**config.mk**
```make
export PLATFORM = sky130hd
export DESIGN_NAME = gmii_tx_mac
export DESIGN_NICKNAME = d
export VERILOG_FILES = /design/src/rtl/gmii_pkg.sv /design/src/rtl/gmii_crc32.sv /design/src/rtl/gmii_tx_mac.sv
export SDC_FILE = /design/constraint.sdc
export NUM_CORES = 1
export LEC_CHECK = 0
export ABC_AREA = 1
export CORE_UTILIZATION = 63
export CTS_BUF_LIST = sky130_fd_sc_hd__clkbuf_8
export CTS_CLUSTER_SIZE = 30
export DETAILED_ROUTE_END_ITERATION = 12
export PLACE_DENSITY_LB_ADDON = 0.12
export SYNTH_ARGS = -nofsm -noshare
export SYNTH_HDL_FRONTEND = slang
export SYNTH_SLANG_ARGS = --single-unit
```
**constraint.sdc**
```tcl
create_clock -name clk -period 2.62 [get_ports clk]
set_input_delay 0.786 -clock clk [delete_from_list [all_inputs] [get_ports clk]]
set_output_delay 0.786 -clock clk [all_outputs]
set_load 0.01 [all_outputs]
```
**src/rtl/gmii_pkg.sv**
```systemverilog
// gmii_pkg: shared definitions for the GMII transmit/receive MAC blocks.
//   - c_code stream tags (SOP/MOD/EOP/EOP_ERR)
//   - preamble / start-of-frame delimiter bytes
//   - CRC-32 polynomial (normal and reflected) and initial value
//   - transmit framer state encoding
package gmii_pkg;

    localparam logic [1:0] SOP     = 2'd0;
    localparam logic [1:0] MOD     = 2'd1;
    localparam logic [1:0] EOP     = 2'd2;
    localparam logic [1:0] EOP_ERR = 2'd3;

    localparam logic [7:0] PREAMBLE = 8'h55;
    localparam logic [7:0] SFD      = 8'hD5;

    localparam logic [31:0] CRC_POLY      = 32'h04C11DB7;
    localparam logic [31:0] CRC_POLY_REFL = 32'hEDB88320;
    localparam logic [31:0] CRC_INIT      = 32'hFFFFFFFF;

    typedef enum logic [2:0] {
        ST_IDLE,
        ST_PRE,
        ST_SFD,
        ST_DATA,
        ST_PAD,
        ST_FCS,
        ST_IFG,
        ST_FLUSH
    } tx_state_t;

endpackage

```
**src/rtl/gmii_crc32.sv**
```systemverilog
// gmii_crc32: byte-wide combinational CRC-32 next-state function.
// Uses the reflected (LSB-first) form, so bit 0 of each byte is the first
// bit on the wire. The register value is un-inverted; the FCS is ~crc_out
// once all bytes have been folded in.
//   data    [7:0]  : byte to fold into the CRC
//   crc_in  [31:0] : current CRC register
//   crc_out [31:0] : CRC register after absorbing data
module gmii_crc32
    import gmii_pkg::*;
(
    input  logic [7:0]  data,
    input  logic [31:0] crc_in,
    output logic [31:0] crc_out
);

    logic [31:0] c;

    always_comb begin
        c = crc_in ^ {24'h000000, data};
        for (int i = 0; i < 8; i++) begin
            c = c[0] ? ((c >> 1) ^ CRC_POLY_REFL) : (c >> 1);
        end
        crc_out = c;
    end

endmodule

```
**src/rtl/gmii_tx_mac.sv**
```systemverilog
// gmii_tx_mac: transmit-side GMII framer.
// Takes packets from an srdy/drdy byte stream, prepends preamble + SFD,
// zero-pads short frames, appends the CRC-32 FCS and holds the inter-frame
// gap before the next frame.
//   clk          : 125 MHz stream / GMII clock
//   reset_n      : asynchronous active-low reset
//   c_srdy       : source presents a byte
//   c_drdy       : block accepts the byte this cycle (combinational)
//   c_code [1:0] : SOP / MOD / EOP / EOP_ERR tag of the byte
//   c_data [7:0] : payload byte
//   gmii_tx_en   : frame valid on the wire
//   gmii_txd     : wire data
//   gmii_tx_er   : error propagation to the PHY
//   tx_done      : pulse with the last FCS byte on the wire
//   tx_underrun  : pulse with the abort (tx_er) cycle on the wire
module gmii_tx_mac
    import gmii_pkg::*;
#(
    parameter int IFG_CYCLES = 12,
    parameter int MIN_DATA   = 60,
    parameter bit PAD_EN     = 1'b1
) (
    input  logic       clk,
    input  logic       reset_n,
    input  logic       c_srdy,
    output logic       c_drdy,
    input  logic [1:0] c_code,
    input  logic [7:0] c_data,
    output logic       gmii_tx_en,
    output logic [7:0] gmii_txd,
    output logic       gmii_tx_er,
    output logic       tx_done,
    output logic       tx_underrun
);

    localparam logic [15:0] IFG_LAST = 16'(IFG_CYCLES - 1);
    localparam logic [15:0] MIN_CNT  = 16'(MIN_DATA);
    localparam logic [15:0] PRE_LAST = 16'd6;
    localparam logic [15:0] FCS_LAST = 16'd3;

    tx_state_t   state;
    logic [15:0] cyc_cnt;
    logic [15:0] byte_cnt;
    logic [15:0] byte_inc;
    logic [31:0] crc_q;
    logic [31:0] crc_next;
    logic [7:0]  crc_byte;
    logic        err_q;
    logic        first_byte;
    logic        is_eop;

    function automatic logic [15:0] sat_inc16(input logic [15:0] v);
        return (v == 16'hFFFF) ? v : v + 16'd1;
    endfunction

    // The FCS goes out least-significant byte first; the reflected CRC
    // already has the wire bit order inside each byte.
    function automatic logic [7:0] fcs_byte(input logic [31:0] crc, input logic [1:0] idx);
        logic [31:0] f;
        f = ~crc;
        case (idx)
            2'd0:    return f[7:0];
            2'd1:    return f[15:8];
            2'd2:    return f[23:16];
            default: return f[31:24];
        endcase
    endfunction

    assign byte_inc   = sat_inc16(byte_cnt);
    assign first_byte = (byte_cnt == 16'd0);
    assign is_eop     = (c_code == EOP) || (c_code == EOP_ERR);
    assign crc_byte   = (state == ST_PAD) ? 8'h00 : c_data;

    gmii_crc32 u_crc (
        .data    (crc_byte),
        .crc_in  (crc_q),
        .crc_out (crc_next)
    );

    // In DATA the first byte is the SOP that opened the frame; any later
    // SOP belongs to the next frame and must stay with the source.
    always_comb begin
        c_drdy = 1'b0;
        case (state)
            ST_IDLE:  c_drdy = c_srdy && (c_code != SOP);
            ST_DATA:  c_drdy = first_byte || (c_code != SOP);
            ST_FLUSH: c_drdy = 1'b1;
            ST_IFG:   if (cyc_cnt == IFG_LAST) c_drdy = c_srdy && (c_code != SOP);
            default:  c_drdy = 1'b0;
        endcase
        if (!reset_n) c_drdy = 1'b0;
    end

    // Registered wire stage: outputs show the state decoded one cycle earlier
    always_ff @(posedge clk or negedge reset_n) begin
        if (!reset_n) begin
            state       <= ST_IDLE;
            cyc_cnt     <= 16'd0;
            byte_cnt    <= 16'd0;
            crc_q       <= CRC_INIT;
            err_q       <= 1'b0;
            gmii_tx_en  <= 1'b0;
            gmii_txd    <= 8'h00;
            gmii_tx_er  <= 1'b0;
            tx_done     <= 1'b0;
            tx_underrun <= 1'b0;
        end else begin
            gmii_tx_en  <= 1'b0;
            gmii_txd    <= 8'h00;
            gmii_tx_er  <= 1'b0;
            tx_done     <= 1'b0;
            tx_underrun <= 1'b0;
            case (state)
                ST_IDLE: begin
                    if (c_srdy && (c_code == SOP)) begin
                        state   <= ST_PRE;
                        cyc_cnt <= 16'd0;
                    end
                end
                ST_PRE: begin
                    gmii_tx_en <= 1'b1;
                    gmii_txd   <= PREAMBLE;
                    if (cyc_cnt == PRE_LAST) state <= ST_SFD;
                    else cyc_cnt <= cyc_cnt + 16'd1;
                end
                ST_SFD: begin
                    gmii_tx_en <= 1'b1;
                    gmii_txd   <= SFD;
                    crc_q      <= CRC_INIT;
                    byte_cnt   <= 16'd0;
                    err_q      <= 1'b0;
                    state      <= ST_DATA;
                end
                ST_DATA: begin
                    gmii_tx_en <= 1'b1;
                    if (!c_srdy || (!first_byte && (c_code == SOP))) begin
                        // Abort: one tx_er cycle marks the frame bad at the PHY.
                        // A starved source is drained in FLUSH; an early SOP
                        // means the old frame is gone, so wait out the gap.
                        gmii_tx_er  <= 1'b1;
                        tx_underrun <= 1'b1;
                        cyc_cnt     <= 16'd0;
                        state       <= c_srdy ? ST_IFG : ST_FLUSH;
                    end else begin
                        gmii_txd <= c_data;
                        crc_q    <= crc_next;
                        byte_cnt <= byte_inc;
                        if (!first_byte && is_eop) begin
                            err_q   <= (c_code == EOP_ERR);
                            cyc_cnt <= 16'd0;
                            state   <= (PAD_EN && (byte_inc < MIN_CNT)) ? ST_PAD : ST_FCS;
                        end
                    end
                end
                ST_PAD: begin
                    gmii_tx_en <= 1'b1;
                    crc_q      <= crc_next;
                    byte_cnt   <= byte_inc;
                    if (byte_inc >= MIN_CNT) begin
                        cyc_cnt <= 16'd0;
                        state   <= ST_FCS;
                    end
                end
                ST_FCS: begin
                    gmii_tx_en <= 1'b1;
                    gmii_txd   <= fcs_byte(crc_q, cyc_cnt[1:0]);
                    gmii_tx_er <= err_q;
                    if (cyc_cnt == FCS_LAST) begin
                        tx_done <= 1'b1;
                        cyc_cnt <= 16'd0;
                        state   <= ST_IFG;
                    end else begin
                        cyc_cnt <= cyc_cnt + 16'd1;
                    end
                end
                ST_IFG: begin
                    if (cyc_cnt == IFG_LAST) begin
                        cyc_cnt <= 16'd0;
                        state   <= (c_srdy && (c_code == SOP)) ? ST_PRE : ST_IDLE;
                    end else begin
                        cyc_cnt <= cyc_cnt + 16'd1;
                    end
                end
                ST_FLUSH: begin
                    if (c_srdy && is_eop) begin
                        cyc_cnt <= 16'd0;
                        state   <= ST_IFG;
                    end
                end
                default: state <= ST_IDLE;
            endcase
        end
    end

endmodule

```
# Yosys cells after proc, flatten, opt, wreduce, memory -nomap -nowiden
# Cells that the tools add are included.
# totals
input_bits	13
word_cells	122
out_inout_bits	13
reg_bits	80
# classes
muxes	50
order_cmp	2
addsub	2
n_reduce_logical	23
eq_ne	25
bitwise_logic	10
# ops
cell	count
32-bit two-way mux	9
16-bit two-way mux	10
13-bit NOT with 14-bit output	8
16-bit one-hot mux with 7 select lines	1
32-bit one-hot mux with 3 select lines	1
16-bit one-hot mux with 3 select lines	1
16-bit by 1-bit adder with 16-bit output, second input constant	2
32-bit NOT	1
8-bit one-hot mux with 4 select lines	1
32-bit by 8-bit bitwise XOR with 32-bit output	1
3-bit two-way mux	8
3-bit one-hot mux with 8 select lines	1
8-bit one-hot mux with 3 select lines	1
16-bit == test, second input constant	1
16-bit by 2-bit == test with 1-bit output, second input constant	1
16-bit by 3-bit == test with 1-bit output, second input constant	1
16-bit by 4-bit == test with 1-bit output, second input constant	1
16-bit by 6-bit >= comparator with 1-bit output, second input constant	1
16-bit zero test	1
16-bit by 6-bit < comparator with 1-bit output, second input constant	1
8-bit two-way mux	2
2-bit inequality test, second input constant	8
3-bit == test, second input constant	4
1-bit two-way mux	12
other kinds (21)	34

# Logic depth before layout (Yosys ltp)
# logic_depth
word_depth	21
ltp_mapped	16
mapped_depth_nobuf	15

# Modules after synthesis
# Synthesis repeated with hierarchy kept, for this count alone.
# unflattened
cells_unflattened	792
area_unflattened_um2	5824.3
# modules_own_cells
module	cells_per_inst	instances	area_per_inst_um2	seq_area_each_um2
gmii_tx_mac	574	1	4611.9	2042.0
gmii_crc32	218	1	1212.4	0.0

# Worst setup path after synthesis
# No wires, ideal clock.
# synth_path
path_kind	register to output
startpoint	register byte_cnt[0]
endpoint	output c_drdy
required_ns	1.834
path_stages_with_launch	9
arrival_ns	1.519
path_buffers	0
slack_ns	0.315
path_cell_list	dfrtp_1 > inv_1 > ha_1 > nand4_1 > nor2_1 > nand4_1 > a21oi_1 > a311oi_1 > nor3_1
# synth_via
elab_chain_cells	4
# synth_lines
item	line_no	rtl
from (decl)	gmii_tx_mac.sv:43	logic [15:0] byte_cnt;
from (signal assigned)	gmii_tx_mac.sv:147	byte_cnt <= byte_inc;
from (signal assigned)	gmii_tx_mac.sv:158	byte_cnt <= byte_inc;
16-bit zero test	gmii_tx_mac.sv:70	assign first_byte = (byte_cnt == 16'd0);
1-bit logical OR	gmii_tx_mac.sv:86	ST_DATA: c_drdy = first_byte || (c_code != SOP);
1-bit one-hot mux with 4 select lines	gmii_tx_mac.sv:84	case (state)
1-bit two-way mux	gmii_tx_mac.sv:91	if (!reset_n) c_drdy = 1'b0;
to (decl)	gmii_tx_mac.sv:26	output logic c_drdy,
# Every way passes these cells.

# Final worst setup path
# Same ends and word-level chain as after synthesis.

==> out/results.tsv <==
stage	metric	value	unit
worst_setup_path	CP Launch Type	flip-flop	
detailed_routing	Iter 0 DRT Violations	439	
layout	most frequent cells in the layout	183 x nand2_1, 93 x buf_4, 88 x inv_1	
pwr	Sw Ratio	27.5	%
timing	min Tclk post-route	2.67	ns
global_routing	total track usage	36.4	%
floorplanning	row count	34	
timing	RSZ-0062 raised after global routing	yes	
synth	largest cells by area after synthesis	dfrtp_1 21%, dfstp_2 15%, nand2_1 12%, xor2_1 6.5%, inv_1 6.0%	
placed_design	GP Congestion	0.966	
synth	leading area contributor after synthesis	dfrtp_1	
layout	final instance area	6860	um^2
floorplanning	core footprint	8680	um^2
synth	Syn Area/Cell	7.55	um^2
global_routing	initial antenna violation count	0	
cts	Sink Count	80	
detailed_routing	antenna-violating nets left	0	
pwr	Reg power frac	49.6	%
synth	complex-gate fraction of the synthesized area	13.3	%
placed_design	Cell Area, Placed	6630	um^2
pwr	P_int	1.81	mW
timing	Setup Skew	0.0141	ns
synth	largest family of logic cells by synthesized area	simple AND/OR/NAND/NOR gates	
outcome	failing checks	setup timing	
cts	hold buffers post-CTS	0	
layout	layout cell share with drive strength beyond 1	22.0	%
pwr	switching pwr	0.685	mW
pwr	Clk network pwr share	37.7	%
cts	Root Driver	clkbuf_8	
layout	ANT cells	0	
floorplanning	Top Ports	26	
pwr	Comb pwr share	12.8	%
cts	Worst-Skew Late Latency	0.36	ns
synth	Post-Syn Area	5630	um^2
synth	Warnings, synthesis	0	
layout	final net count	879	
synth	mux cell area share after synthesis	0	%
worst_setup_path	crit path DAT	1.88	ns
global_routing	largest net degree at the start of global routing	81	
worst_setup_path	CP Data Required Time	1.83	ns
floorplanning	Starting Density	64.8	%
synth	Synth Instances	745	
timing	final setup violation count	1	
detailed_routing	Detailed Route WL	16000	um
timing	max-slew violations	0	
cts	Clock Pin Slew Worst Setup and Hold Paths	0.09	ns
detailed_routing	WL/cell	16.5	um
placed_design	PortBufs	25	
timing	Hold Fails Final Rpt	0	
timing	Worst Tran Pin Value	1.03	ns
synth	register area share after synthesis	36.3	%
detailed_routing	via count	5641	
floorplanning	DIE HEIGHT	96.5	um
synth	Synth cell types	46	
synth	adder and majority cell fraction of the synthesized area	1.56	%
cts	CTS H-Tree Depth	3	
synth	Post-Synth XOR/XNOR Area	13.6	%
floorplanning	Die Width	96.5	um
synth	syn_nets	765	
job	max-cap violations	0	
global_routing	vias in the first global route	5453	
timing	FMAX	375	MHz
worst_setup_path	Crit Path Max Fanout	2	
timing	slew margin rel.	31.1	%
global_routing	first-pass GRT wire length	25700	um
timing	setup slack after layout	-0.0472	ns
pwr	Cell Pwr Density	363	nW/um^2
layout	final std cells w/o fill	972	
worst_setup_path	Crit Path Class	flip-flop to primary output	
synth	FF+latch count, synth	80	
outcome	outcome	complete, but fails checks	
pwr	Peak supply drop	216	uV
cts	clock buffer depth	2	
worst_setup_path	Worst Setup End Kind	primary output	
detailed_routing	1st-pass router iterations	5	
layout	commonest non-fill, non-tap cell in the layout	nand2_1	
layout	Layout area overhead	21.9	%
timing	Tcrit/Tclk final	102	%
detailed_routing	Remaining DRCs	0	
synth	Yosys top cell area share	21.3	%
cts	CTS tree	done	
floorplanning	die area	9310	um^2
hold_path	HP Class	flip-flop to flip-flop	
synth	synthesized-area fraction occupied by and/or/nand/nor cells	27.2	%
cts	total CTS buffers	9	
detailed_routing	vias per cell	5.80	
placed_design	dpl hpwl	11800	um
placed_design	placed cells	954	
pwr	P_leak	3.19	nW
global_routing	grt total ovfl	0	
## layer usage
metal	global-route usage (%)	vias to the layer above	share of wire, %
met5	0	-	0
li1	-	2668	-
met2	59.0	275	47
met4	15.7	0	3.3
met3	6.42	57	7.5
met1	47.9	2641	42
## sequential cells by signal, summed over array words and instances (netlist names), 2 cells and up, named ones only
name      count
crc_q        32
byte_cnt     16
cyc_cnt      16
gmii_txd      8
state         2
## critical path, cell delays in order (launching register included)
cell      delay (ns)
dfrtp_1         0.39
inv_2           0.06
ha_1            0.14
nand4_1         0.10
nor2_1          0.10
nand4_1         0.17
a21oi_2         0.23
a311oi_2        0.05
nor3_1          0.13
buf_2           0.15
## power groups by stage
stage	clock [mW]	combinational, mW	sequential [mW]
floorplan	0	0.184	1.26
global placement	0	0.300	1.26
detailed placement	0	0.311	1.26
CTS	0.953	0.314	1.24
global route	0.994	0.346	1.24
finish	0.940	0.318	1.24
## cells in the mapped netlist, drive strengths merged
library cell,n
a211oi,2
a21o,1
a21oi,23
a221oi,1
a22o,1
a22oi,5
a311oi,1
a31oi,5
buf,12
clkbuf,4
clkinv,2
dfrtp,48
dfstp,32
ha,7
inv,94
nand2,197
nand3,49
nand3b,1
nand4,18
nor2,70
nor3,6
nor3b,1
nor4,2
o211ai,2
o21ai,56
o21bai,2
o221ai,4
o22ai,26
o31ai,1
or2,2
xnor2,17
xor2,53
## metrics by stage
step	setup TNS, ns	hold slack, ns	setup WS, ns	power [mW]	util, %
floorplan	0	0.461	0.315	1.44	-
global placement	-0.439	0.479	-0.433	1.56	76.4
detailed placement	-0.706	0.484	-0.525	1.57	76.4
CTS	-0.0683	0.506	-0.0683	2.50	79.0
global route	-0.135	0.525	-0.135	2.58	79.1
finish	-0.0472	0.506	-0.0472	2.49	79.1
## area by class of cell
type	count	area, um^2
multi-input combinational	553	3160
fill	608	1820
timing repair buffer	119	971
sequential	80	2040
inverter	96	360
clock inverter	7	72.6
tap	108	135
clock buffer	9	124
## path summary, 6_finish.rpt
| path | to | slack [ns] | start | cells past startpoint |
|---|---|---|---|---|
| min reg2reg | cyc_cnt[4]$_DFFE_PN0P_ | 0.51 | cyc_cnt[4]$_DFFE_PN0P_ | 2 |
| min in group asynchronous | byte_cnt[4]$_DFFE_PN0P_ | 0.69 | reset_n | 2 |
| max in group asynchronous | gmii_txd[6]$_DFF_PN0_ | 1.23 | reset_n | 2 |
| max reg2reg | cyc_cnt[14]$_DFFE_PN0P_ | 0.18 | byte_cnt[0]$_DFFE_PN0P_ | 14 |
| max | c_drdy | -0.05 | byte_cnt[0]$_DFFE_PN0P_ | 9 |
| min | cyc_cnt[4]$_DFFE_PN0P_ | 0.51 | cyc_cnt[4]$_DFFE_PN0P_ | 2 |
## cell families after synthesis
kind of cell | Yosys count
AND/OR/NAND/NOR | 346
AO/OA/AOI/OAI | 130
buffers and inverters | 112
flip-flops | 80
XOR/XNOR | 70
adder cells (fa/ha/maj) | 7
## what timing repair did
item / 4_1_cts / 5_1_grt
pin swaps: 2 / 1
cloned: 0 / 0
endpoints found under the setup margin: 1 / 12
setup buffers: 2 / 0
resized for setup: 13 / 2
(Power assumes the default switching activity.)
